## src/rtl/updown_key_conditioner_pkg.sv

```systemverilog
// updown_key_conditioner_pkg: arbiter state encoding and default parameters
package updown_key_pkg;
    typedef enum logic [1:0] {
        IDLE      = 2'd0,
        UP_HELD   = 2'd1,
        DOWN_HELD = 2'd2,
        LOCKOUT   = 2'd3
    } arb_state_e;

    localparam int DEF_DEBOUNCE_CYCLES = 16;
    localparam int DEF_DB_W            = 8;
`ifdef UPDOWN_KEY_AUTO_REPEAT_EN
    localparam int DEF_REPEAT_DELAY    = 64;
    localparam int DEF_REPEAT_RATE     = 16;
`endif
endpackage

```

## src/rtl/updown_key_conditioner_if.sv

```systemverilog
// updown_key_conditioner_if: raw keys in, command pulses and debounced levels out
interface updown_key_conditioner_if;
    logic key_up_raw;
    logic key_down_raw;
    logic up;
    logic down;
    logic up_level;
    logic down_level;
    logic conflict;

    modport master (
        output key_up_raw, key_down_raw,
        input  up, down, up_level, down_level, conflict
    );

    modport slave (
        input  key_up_raw, key_down_raw,
        output up, down, up_level, down_level, conflict
    );
endinterface

```

## src/rtl/updown_key_conditioner_key_debounce.sv

```systemverilog
// key_debounce: two-flop synchronizer, debounce counter, stable level and edge flags
module key_debounce
    import updown_key_pkg::*;
#(
    parameter int DEBOUNCE_CYCLES = DEF_DEBOUNCE_CYCLES,
    parameter int DB_W            = DEF_DB_W
) (
    input  logic clk,
    input  logic reset,
    input  logic raw,
    output logic level,
    output logic press_edge,
    output logic release_edge
);
    logic            sync1, sync2;
    logic [DB_W-1:0] cnt;
    logic            flip;

    assign flip = (sync2 != level) && (cnt == DB_W'(DEBOUNCE_CYCLES - 1));

    // Synchronize, count consecutive differing samples, flip the level once the run is long enough
    always_ff @(posedge clk or negedge reset) begin
        if (!reset) begin
            sync1        <= 1'b0;
            sync2        <= 1'b0;
            cnt          <= '0;
            level        <= 1'b0;
            press_edge   <= 1'b0;
            release_edge <= 1'b0;
        end else begin
            sync1        <= raw;
            sync2        <= sync1;
            cnt          <= (sync2 == level || flip) ? '0 : (&cnt ? cnt : cnt + 1'b1);
            level        <= flip ? ~level : level;
            press_edge   <= flip & ~level;
            release_edge <= flip & level;
        end
    end
endmodule

```

## src/rtl/updown_key_conditioner.sv

```systemverilog
// updown_key_conditioner: debounced up/down keys arbitrated into exclusive command pulses
// Optional auto-repeat while a single key is held: define UPDOWN_KEY_AUTO_REPEAT_EN.
module updown_key_conditioner
    import updown_key_pkg::*;
#(
    parameter int DEBOUNCE_CYCLES = DEF_DEBOUNCE_CYCLES,
    parameter int DB_W            = DEF_DB_W
`ifdef UPDOWN_KEY_AUTO_REPEAT_EN
    , parameter int REPEAT_DELAY  = DEF_REPEAT_DELAY
    , parameter int REPEAT_RATE   = DEF_REPEAT_RATE
`endif
) (
    input logic clk,
    input logic reset,
    updown_key_conditioner_if.slave bus
);
    logic       up_press, up_rel, down_press, down_rel;
    arb_state_e state, state_nxt;
    logic       up_q, down_q, conflict_q;
    logic       up_nxt, down_nxt, conflict_nxt;
    logic       rpt_fire;

    key_debounce #(.DEBOUNCE_CYCLES(DEBOUNCE_CYCLES), .DB_W(DB_W)) u_up (
        .clk(clk), .reset(reset), .raw(bus.key_up_raw), .level(bus.up_level),
        .press_edge(up_press), .release_edge(up_rel)
    );

    key_debounce #(.DEBOUNCE_CYCLES(DEBOUNCE_CYCLES), .DB_W(DB_W)) u_down (
        .clk(clk), .reset(reset), .raw(bus.key_down_raw), .level(bus.down_level),
        .press_edge(down_press), .release_edge(down_rel)
    );

`ifdef UPDOWN_KEY_AUTO_REPEAT_EN
    logic [15:0] rpt_cnt;
    logic        rpt_started;
    logic        held;

    assign held     = (state == UP_HELD) || (state == DOWN_HELD);
    assign rpt_fire = held && (rpt_started ? rpt_cnt == 16'(REPEAT_RATE - 1)
                                           : rpt_cnt == 16'(REPEAT_DELAY - 1));

    // Repeat timer: first period is the delay, later periods the rate; any state change restarts it
    always_ff @(posedge clk or negedge reset) begin
        if (!reset) begin
            rpt_cnt     <= '0;
            rpt_started <= 1'b0;
        end else if (state_nxt != state || !held) begin
            rpt_cnt     <= '0;
            rpt_started <= 1'b0;
        end else if (rpt_fire) begin
            rpt_cnt     <= '0;
            rpt_started <= 1'b1;
        end else begin
            rpt_cnt     <= rpt_cnt + 16'd1;
        end
    end
`else
    assign rpt_fire = 1'b0;
`endif

    // Arbiter next state and next pulses; pulses only issue from IDLE or a held state that persists
    always_comb begin
        state_nxt    = state;
        up_nxt       = 1'b0;
        down_nxt     = 1'b0;
        conflict_nxt = 1'b0;
        case (state)
            IDLE: begin
                if (up_press && down_press) begin
                    state_nxt    = LOCKOUT;
                    conflict_nxt = 1'b1;
                end else if (up_press) begin
                    state_nxt = UP_HELD;
                    up_nxt    = 1'b1;
                end else if (down_press) begin
                    state_nxt = DOWN_HELD;
                    down_nxt  = 1'b1;
                end
            end
            UP_HELD: begin
                if (down_press) state_nxt = LOCKOUT;
                else if (up_rel) state_nxt = IDLE;
                else up_nxt = rpt_fire;
            end
            DOWN_HELD: begin
                if (up_press) state_nxt = LOCKOUT;
                else if (down_rel) state_nxt = IDLE;
                else down_nxt = rpt_fire;
            end
            default: begin
                if (!bus.up_level && !bus.down_level) state_nxt = IDLE;
            end
        endcase
    end

    // State and registered command outputs
    always_ff @(posedge clk or negedge reset) begin
        if (!reset) begin
            state      <= IDLE;
            up_q       <= 1'b0;
            down_q     <= 1'b0;
            conflict_q <= 1'b0;
        end else begin
            state      <= state_nxt;
            up_q       <= up_nxt;
            down_q     <= down_nxt;
            conflict_q <= conflict_nxt;
        end
    end

    assign bus.up       = up_q;
    assign bus.down     = down_q;
    assign bus.conflict = conflict_q;
endmodule

```

## src/flat_wrapper.sv

```systemverilog
// flat-port wrapper written by rule: the top's interface ports become plain ports
module updown_key_conditioner_flat import updown_key_pkg::*;
#(
    parameter int DEBOUNCE_CYCLES = DEF_DEBOUNCE_CYCLES,
    parameter int DB_W            = DEF_DB_W

)
  (clk, reset, bus_key_up_raw, bus_key_down_raw, bus_up, bus_down, bus_up_level, bus_down_level, bus_conflict);
  updown_key_conditioner_if bus_i ();
  input logic clk;
  input logic reset;
  input wire logic [$bits(bus_i.key_up_raw)-1:0] bus_key_up_raw;
  input wire logic [$bits(bus_i.key_down_raw)-1:0] bus_key_down_raw;
  output wire logic [$bits(bus_i.up)-1:0] bus_up;
  output wire logic [$bits(bus_i.down)-1:0] bus_down;
  output wire logic [$bits(bus_i.up_level)-1:0] bus_up_level;
  output wire logic [$bits(bus_i.down_level)-1:0] bus_down_level;
  output wire logic [$bits(bus_i.conflict)-1:0] bus_conflict;
  assign bus_i.key_up_raw = bus_key_up_raw;
  assign bus_i.key_down_raw = bus_key_down_raw;
  assign bus_up = bus_i.up;
  assign bus_down = bus_i.down;
  assign bus_up_level = bus_i.up_level;
  assign bus_down_level = bus_i.down_level;
  assign bus_conflict = bus_i.conflict;
  updown_key_conditioner #(.DEBOUNCE_CYCLES(DEBOUNCE_CYCLES), .DB_W(DB_W)) u_core (.clk(clk), .reset(reset), .bus(bus_i));
endmodule
```

## config.mk

```make
export PLATFORM = sky130hd
export DESIGN_NAME = updown_key_conditioner_flat
export DESIGN_NICKNAME = d
export VERILOG_FILES = /design/src/rtl/updown_key_conditioner_pkg.sv /design/src/rtl/updown_key_conditioner_if.sv /design/src/rtl/updown_key_conditioner_key_debounce.sv /design/src/rtl/updown_key_conditioner.sv /design/src/flat_wrapper.sv
export SDC_FILE = /design/constraint.sdc
export NUM_CORES = 1
export LEC_CHECK = 0
export ABC_AREA = 1
export ABC_CLOCK_PERIOD_IN_PS = 2600
export CAP_MARGIN = 25
export CELL_PAD_IN_SITES_DETAIL_PLACEMENT = 0
export CELL_PAD_IN_SITES_GLOBAL_PLACEMENT = 1
export CORE_UTILIZATION = 47
export CTS_CLUSTER_SIZE = 14
export DETAILED_ROUTE_END_ITERATION = 12
export PLACE_DENSITY_LB_ADDON = 0.1
export SKIP_CTS_REPAIR_TIMING = 1
export SLEW_MARGIN = 40
export SYNTH_ARGS = -nofsm -noshare
export SYNTH_HDL_FRONTEND = slang
export SYNTH_HIERARCHICAL = 1
export SYNTH_SLANG_ARGS = --single-unit
export TNS_END_PERCENT = 50
```

## constraint.sdc

```tcl
create_clock -name clk -period 2.6 [get_ports clk]
set_input_delay 0.52 -clock clk [delete_from_list [all_inputs] [get_ports clk]]
set_output_delay 0.52 -clock clk [all_outputs]
set_load 0.02 [all_outputs]
```

# After elaboration in Yosys (flattened, before gate mapping)
# Index checks and enable logic that the tools add are counted.
# word_totals
reg_bits	31
latch_bits	0
ram_bits	0
mem_bits_ro	0
in_bits	4
elab_cells	72
n_memories	0
# op_classes
n_addsub	2
multipliers	0
div	0
order_cmp	0
n_eq_ne	13
n_shift	0
n_mux	22
bitwise	6
reduce_logical	13
# op_table
cell	count
8-bit two-way mux	4
8-bit by 1-bit adder with 8-bit output (second input constant)	2
8-bit by 4-bit == test with 1-bit output (second input constant)	2
2-bit two-way mux	8
8-bit AND reduction	2
1-bit two-way mux	9
3-bit != test (second input constant)	2
2-bit case mux with 3 select lines	1
1-bit AND	4
1-bit logical AND	4
2-bit != test (second input constant)	2
4-bit by 3-bit != test with 1-bit output (second input constant)	1
4-bit AND reduction	1
4-bit nonzero test	1
1-bit == test	2
2-bit by 1-bit == test with 1-bit output (second input constant)	1
2-bit == test (second input constant)	1
1-bit logical NOT	2
2-bit logical NOT	1
1-bit logical OR	2
1-bit != test	2
1-bit NOT	2

# Depth between registers and ports, before layout
# Gate-level depths: netlist of the first run.
# logic_depth
depth_word	4
mapped_depth	7

# Modules after synthesis
# The synthesis of the first run kept the hierarchy.
# modules_own_cells
module	n_inst	cells_each	area_per_inst_um2
key_debounce	2	83	673.1
updown_key_conditioner	1	42	285.3

# Least setup slack after synthesis of the first run
# OpenSTA, ideal clock, no wires.
# synth_timing
path_type	register to register
start	register u_core.u_down.cnt[0]
end	register u_core.u_down.cnt[2]
setup_time_ns	0.123
t_arrival_ns	1.069
required_ns	2.477
path_slack_ns	1.408
path_stages_with_launch	7
path_buffers	0
cell_sequence	dfrtp_1 ha_1 nand3_2 nor2_2 inv_1 nand2_2 a21oi_1
# synth_via
elab_chain_cells	4
elab_cells_between_ends	8
classes_between	add/sub (1); eq/ne (2); mux (2); reduce/logical (3)
# synth_lines
item	line_no	source
from (decl)	updown_key_conditioner_key_debounce.sv:16	logic [DB_W-1:0] cnt;
from (signal assigned)	updown_key_conditioner_key_debounce.sv:33	cnt <= (sync2 == level || flip) ? '0 : (&cnt ? cnt : cnt + 1'b1);
branches (longest 4 deep; another with 8-bit by 1-bit adder with 8-bit output)	--	
# Parallel ways; which one is timed is not known. The select of a mux whose other input is x is not followed.
# A chain may end at the register's enable or synchronous reset.

# Worst setup path in the final report of the first run
# layout_timing
start	register u_core.u_down.level
end	output bus_down_level
# layout_rtl
item	line_no	source
from (decl)	updown_key_conditioner_key_debounce.sv:11	output logic level,
from (signal assigned)	updown_key_conditioner_key_debounce.sv:34	level <= flip ? ~level : level;
to (decl)	flat_wrapper.sv:17	output wire logic [$bits(bus_i.down_level)-1:0] bus_down_level;
# No word-level cell between the ends.

==> qor.txt, run 1 <==
Status - finished clean
Sink Count - 31
Synth cell count leaders - nand2_1 (57), dfrtp_1 (31), nor2_1 (29)
Final setup TNS - 0 ns
Syn_nets - 214
CP Capture Type - output pin
Initial antenna violation count - 0
Finish-stage setup viols - 0
MaxCap Viol Count - 0
CTS tree - built
Crit-path cells - clkdlybuf4s50_1
Final #Nets - 229
First-pass GRT wire length - 5040 um
CP top delay family - buffers and inverters
Worst path slowest cell - clkdlybuf4s50_1
Die X - 60.9 um
Top cell type's share of synthesized area - 0.475
Gpl congestion - 0.788
Startpoint Class - flip-flop
DRC violation count after routing - 0
Starting Density - 0.489
Pwr/cell area - 453 nW/um2
Rows - 21
Gr ovfl total - 0
Depth of the CTS H-tree - 2
Crit path kind - flip-flop to output pin
Synth top area cells - dfrtp_1 (48%), nand2_1 (13%), nor2_1 (6.7%)
Inserted Diodes - 0
Vias per cell - 4.81
Clock Latency Late Sink - 0.34 ns
Cells after synthesis - 208
Clock root cell - clkbuf_4
Worst-Margin Slew - 0.392 ns
Overall routing resource usage - 0.192
First-iteration detailed-routing DRC count - 69
Async SR Flop Fraction - 1.00
Most frequent cell after synthesis - nand2_1
Post-DP HPWL - 2110 um
CP max FO - 4
Post-Syn Area - 1630 um2
Peak VDD IR - 343 uV
Share of layout cells above drive strength 1 - 0.143
CTS Buffer Depth - 2
Area leader, netlist - dfrtp_1
Part of the Yosys area used for sequential elements - 0.475
Post-synth EDFFs - 0
Ys flop type - dfrtp_1
CTS Buf Count - 5
Routed WL per cell - 10.7 um
Routed vias - 1299
FF-to-FF setup slack - 1.22 ns
Fillers - 338
Yosys Warn Count - 6
Yosys reg bits - 31
Final WL - 2890 um
Max Fclk - 0.537 GHz
Number of I/O port buffers - 8
Largest net degree at the start of global routing - 32
RSZ-0062 raised after global routing - no
Pins Over Slew Limit - 0
Max_slew headroom - 0.739
Synth cell types - 19
Fin crit share - 0.717
Post-layout util - 0.544
Die H - 60.9 um
Critical Path Max Stage Delay - 0.62 ns
Die footprint - 3710 um2
Pleak - 0.877 nW
Boundary pin count - 9
Synth-to-layout area growth - 11.3%
Hold Crit Class - flip-flop to flip-flop
Minimum clock period - 1.86 ns
Data required time of the worst path - 2.08 ns
CP bufs+invs - 1
CP arrival - 1.34 ns
Clk_skew - 0.0137 ns
Core area - 3340 um2
Antenna Violating Nets Remaining - 0
Final hold vios - 0
Clk slew on worst S/H paths - 0.09 ns
DRT Pass-1 Iters - 4
Vias in the first global route - 1194
Syn avg cell area - 7.84 um2
## cell families after synthesis
logic type | synth area share
buffers and inverters | 0.0667
AND/OR/NAND/NOR | 0.386
adder cells (fa/ha/maj) | 0.0153
XOR/XNOR | 0.0107
AO/OA/AOI/OAI | 0.0460
flip-flops | 0.475
## worst paths after layout
kind                                                    endpoint                        startpoint  cells after the start
worst min register to register     u_core/u_down/sync2$_DFF_PN0_     u_core/u_down/sync1$_DFF_PN0_                      0
min in group asynchronous       u_core/u_down/cnt[7]$_DFFE_PN0P_                             reset                      2
worst max-delay path                              bus_down_level   u_core/u_down/level$_DFFE_PN0P_                      1
worst min-delay path               u_core/u_down/sync2$_DFF_PN0_     u_core/u_down/sync1$_DFF_PN0_                      0
max in group asynchronous         u_core/u_up/cnt[1]$_DFFE_PN0P_                             reset                      2
worst max register to register  u_core/u_down/cnt[1]$_DFFE_PN0P_  u_core/u_down/cnt[0]$_DFFE_PN0P_                      6
## layout make-up
cell class                 instances  area (um2)  share of cell area
clock inverter                     1        5.00             0.00276
multi-input combinational        150         747               0.411
timing repair buffer               9        87.6              0.0482
tap                               46        57.6              0.0317
inverter                          26        97.6              0.0538
clock buffer                       7        45.0              0.0248
sequential                        31         776               0.427
## power breakdown
group	leakage, nW	switching (mW)	total, mW	internal, mW
Sequential	0.419	0.0117	0.505	0.493
Combinational	0.428	0.0305	0.0489	0.0183
Clock	0.0293	0.163	0.268	0.105
## metal layers
layer	global-route usage	up-vias	routed length [um]
li1	-	681	-
met1	0.215	592	1280
met2	0.331	18	1440
met3	0.0640	8	102
met4	0.0877	0	72
met5	0	-	0
## layout by cell type (no fill, tap or decap), types with 6 or more instances in the layout
cell type and instances:
nand2_1 57, dfrtp_1 31, nor2_1 29, inv_1 22, nand3_1 19, clkdlybuf4s50_1 8
a21oi_1 8, nor2_2 6, nor2_4 6
## per-stage QoR
step / std cells / power, mW / cell area (um2) / worst slack (ns) / hold WS, ns
6_report: 270 / 0.822 / 1820 / 0.737 / 0.354
5_1_grt: 270 / 0.872 / 1820 / 0.663 / 0.365
4_1_cts: 270 / 0.839 / 1820 / 0.709 / 0.357
3_5_place_dp: 262 / 0.564 / 1770 / 1.08 / 0.336
3_3_place_gp: 262 / 0.562 / 1770 / 1.11 / 0.332
2_1_floorplan: 208 / 0.542 / 1630 / 1.41 / 0.224
## flip-flops by register name, indices dropped and copies added, names as in the netlist
register,count
u_core/bus.down,1
u_core/u_up/release_edge,1
u_core/bus.conflict,1
u_core/u_down/release_edge,1
u_core/state,2
u_core/u_down/sync2,1
u_core/u_down/sync1,1
u_core/u_up/sync2,1
u_core/u_up/level,1
u_core/u_up/sync1,1
u_core/bus.up,1
u_core/u_down/press_edge,1
u_core/u_down/cnt,8
u_core/u_up/press_edge,1
u_core/u_down/level,1
u_core/u_up/cnt,8
(Power assumes the default switching activity.)
==> run 2: changes to the inputs <==
--- a/config.mk
+++ b/config.mk
@@ -6,11 +6,11 @@
 export NUM_CORES = 1
 export LEC_CHECK = 0
 export ABC_AREA = 1
-export ABC_CLOCK_PERIOD_IN_PS = 2600
+export ABC_CLOCK_PERIOD_IN_PS = 1700
 export CAP_MARGIN = 25
 export CELL_PAD_IN_SITES_DETAIL_PLACEMENT = 0
 export CELL_PAD_IN_SITES_GLOBAL_PLACEMENT = 1
-export CORE_UTILIZATION = 47
+export CORE_UTILIZATION = 39
 export CTS_CLUSTER_SIZE = 14
 export DETAILED_ROUTE_END_ITERATION = 12
 export PLACE_DENSITY_LB_ADDON = 0.1
==> constraint.sdc (replaced) <==
create_clock -name clk -period 1.7 [get_ports clk]
set_input_delay 0.34 -clock clk [delete_from_list [all_inputs] [get_ports clk]]
set_output_delay 0.34 -clock clk [all_outputs]
set_load 0.02 [all_outputs]
==> qor.txt, run 2 (synthesis results as in run 1) <==
Combinational power share - 0.048 (-0.011)
CP arrival - 1.30 ns (-0.04 ns)
CTS Buf Count - 5 (unchanged)
Final WL - 3050 um (+5.3%)
Commonest non-fill, non-tap cells in the layout - nand2_1 (57), dfrtp_1 (31), nor2_1 (29), inv_1 (22), nand3_1 (19)
CP bufs+invs - 1 (unchanged)
Clk_skew - 0.00358 ns (-0.0101 ns)
Gpl congestion - 0.776 (-1.6%)
Commonest non-fill, non-tap cell in the layout - nand2_1
Min Hold Slack - 0.350 ns (-0.00431 ns)
Post-layout util - 0.472 (-0.0721)
Worst R2R End - u_core/u_up/cnt[0]$_DFFE_PN0P_
Die footprint - 4450 um2 (+20%)
Sink Count - 31 (unchanged)
Startpoint Class - flip-flop
Antenna Violating Nets Remaining - 0 (unchanged)
Sw power - 332 uW (+62%)
Share of layout cells above drive strength 1 - 0.152 (+0.00893)
Crit-path cells - clkdlybuf4s50_1
Routed vias - 1299 (unchanged)
Depth of the CTS H-tree - 2 (unchanged)
Worst path slowest cell - clkdlybuf4s50_1
Initial antenna violation count - 0 (unchanged)
Top flop regs - u_core/u_down/cnt x8, u_core/u_up/cnt x8, u_core/state x2
Hold Crit Class - flip-flop to flip-flop
Pleak - 0.908 nW (+3.6%)
Number of I/O port buffers - 8 (unchanged)
Starting Density - 0.408 (-0.0811)
Overall routing resource usage - 0.158 (-0.0344)
MaxCap Viol Count - 0 (unchanged)
Boundary pin count - 9 (unchanged)
Synth-to-layout area growth - 15.7%
Clk slew on worst S/H paths - 0.07 ns (-0.02 ns)
Die H - 66.7 um (+9.5%)
Inserted Diodes - 0 (unchanged)
Critical Path Max Stage Delay - 0.62 ns (about the same)
DRT Pass-1 Iters - 4 (unchanged)
Peak VDD IR - 456 uV (+33%)
Vias per cell - 4.74 (-1.5%)
Max_slew headroom - 0.743 (+0.00440)
Routed WL per cell - 11.1 um (+3.8%)
Core area - 4000 um2 (+20%)
Clk pwr share - 0.466 (+0.139)
Largest net degree at the start of global routing - 32 (unchanged)
Reg2reg path depth - 6 (unchanged)
Power Total - 1.59 mW (+93%)
Post-DP HPWL - 2270 um (+7.4%)
First-pass GRT wire length - 5180 um (+2.7%)
CP top delay family - buffers and inverters
Minimum clock period - 1.64 ns
Final hold vios - 0 (unchanged)
CP max FO - 4 (unchanged)
FF-to-FF setup slack - 0.37 ns (-0.85 ns)
Hold path startpoint - u_core/u_down/sync1$_DFF_PN0_
Max Fclk - 0.610 GHz
Die X - 66.7 um (+9.5%)
Clock root cell - clkbuf_8
Crit path kind - flip-flop to output pin
Finish-stage setup viols - 0 (unchanged)
Vias in the first global route - 1226 (+2.7%)
Clock Latency Late Sink - 0.28 ns (-0.06 ns)
Fin crit share - 0.965
CTS tree - built
First-iteration detailed-routing DRC count - 90 (+30%)
Worst r2r src - u_core/u_up/cnt[0]$_DFFE_PN0P_
Internal power - 1.26 mW (+100%)
Seq pwr share - 0.486 (-0.128)
Min-Delay Path Depth - 0 (unchanged)
Pwr/cell area - 842 nW/um2 (+86%)
CTS Buffer Depth - 2 (unchanged)
Rows - 23 (+9.5%)
Final #Nets - 229 (unchanged)
Status - finished clean
DRC violation count after routing - 0 (unchanged)
Final setup TNS - 0 ns (unchanged)
Hold Path Sink - u_core/u_down/sync2$_DFF_PN0_
Worst-Margin Slew - 0.385 ns (-0.00660 ns)
RSZ-0062 raised after global routing - no
Gr ovfl total - 0 (unchanged)
Data required time of the worst path - 1.36 ns (-0.72 ns)
Pins Over Slew Limit - 0 (unchanged)
Sw Ratio - 0.209 (-0.0410)
CP Capture Type - output pin
==> run 2: changes by cell type in the layout (fill, tap and decap cells not counted), sizes merged <==
cell / previous run / this run
bufinv: 0 / 1
clkbuf: 7 / 6
==> run 2: how the worst max path moves through the flow <==
stage,slack [ns],endpoint,cells after the start,startpoint
2_1_floorplan,0.51,u_core/u_down/cnt[2]$_DFFE_PN0P_,6,u_core/u_down/cnt[0]$_DFFE_PN0P_
3_3_place_gp,0.37,bus_down_level,1,u_core/u_down/level$_DFFE_PN0P_
3_5_place_dp,0.35,bus_down_level,1,u_core/u_down/level$_DFFE_PN0P_
4_1_cts,0.04,bus_down_level,1,u_core/u_down/level$_DFFE_PN0P_
5_1_grt,0.008,bus_down_level,1,u_core/u_down/level$_DFFE_PN0P_
6_report,0.06,bus_down_level,1,u_core/u_down/level$_DFFE_PN0P_
==> run 2: layout make-up <==
class	instances	area, um2
Clock buffer	6	82.6
Clock inverter	2	35.0
Fill cell	395	2110
Inverter	26	97.6
Multi-Input combinational cell	150	747
Sequential cell	31	776
Tap cell	50	62.6
Timing Repair Buffer	9	87.6
==> run 2: metrics by stage <==
step	instance area [um2]	std cells	worst slack, ns
finish	1890	274	0.0603
global placement	1770	266	0.372
global route	1890	274	0.00770
CTS	1890	274	0.0427
detailed placement	1770	266	0.354
floorplan	1630	208	0.508
==> run 2: per-layer routing <==
layer	vias up	part of all wire	global-route usage
met5	-	0	0
met4	0	0.014	0.0798
met3	5	0.026	0.0308
met2	17	0.46	0.241
met1	600	0.50	0.210
li1	677	-	-
==> run 2: power by group through the flow <==
stage	registers, mW	clock network [mW]	logic (mW)
2_1_floorplan	0.781	0	0.0469
3_3_place_gp	0.786	0	0.0751
3_5_place_dp	0.786	0	0.0762
4_1_cts	0.773	0.763	0.0775
5_1_grt	0.774	0.790	0.0879
6_report	0.773	0.740	0.0760
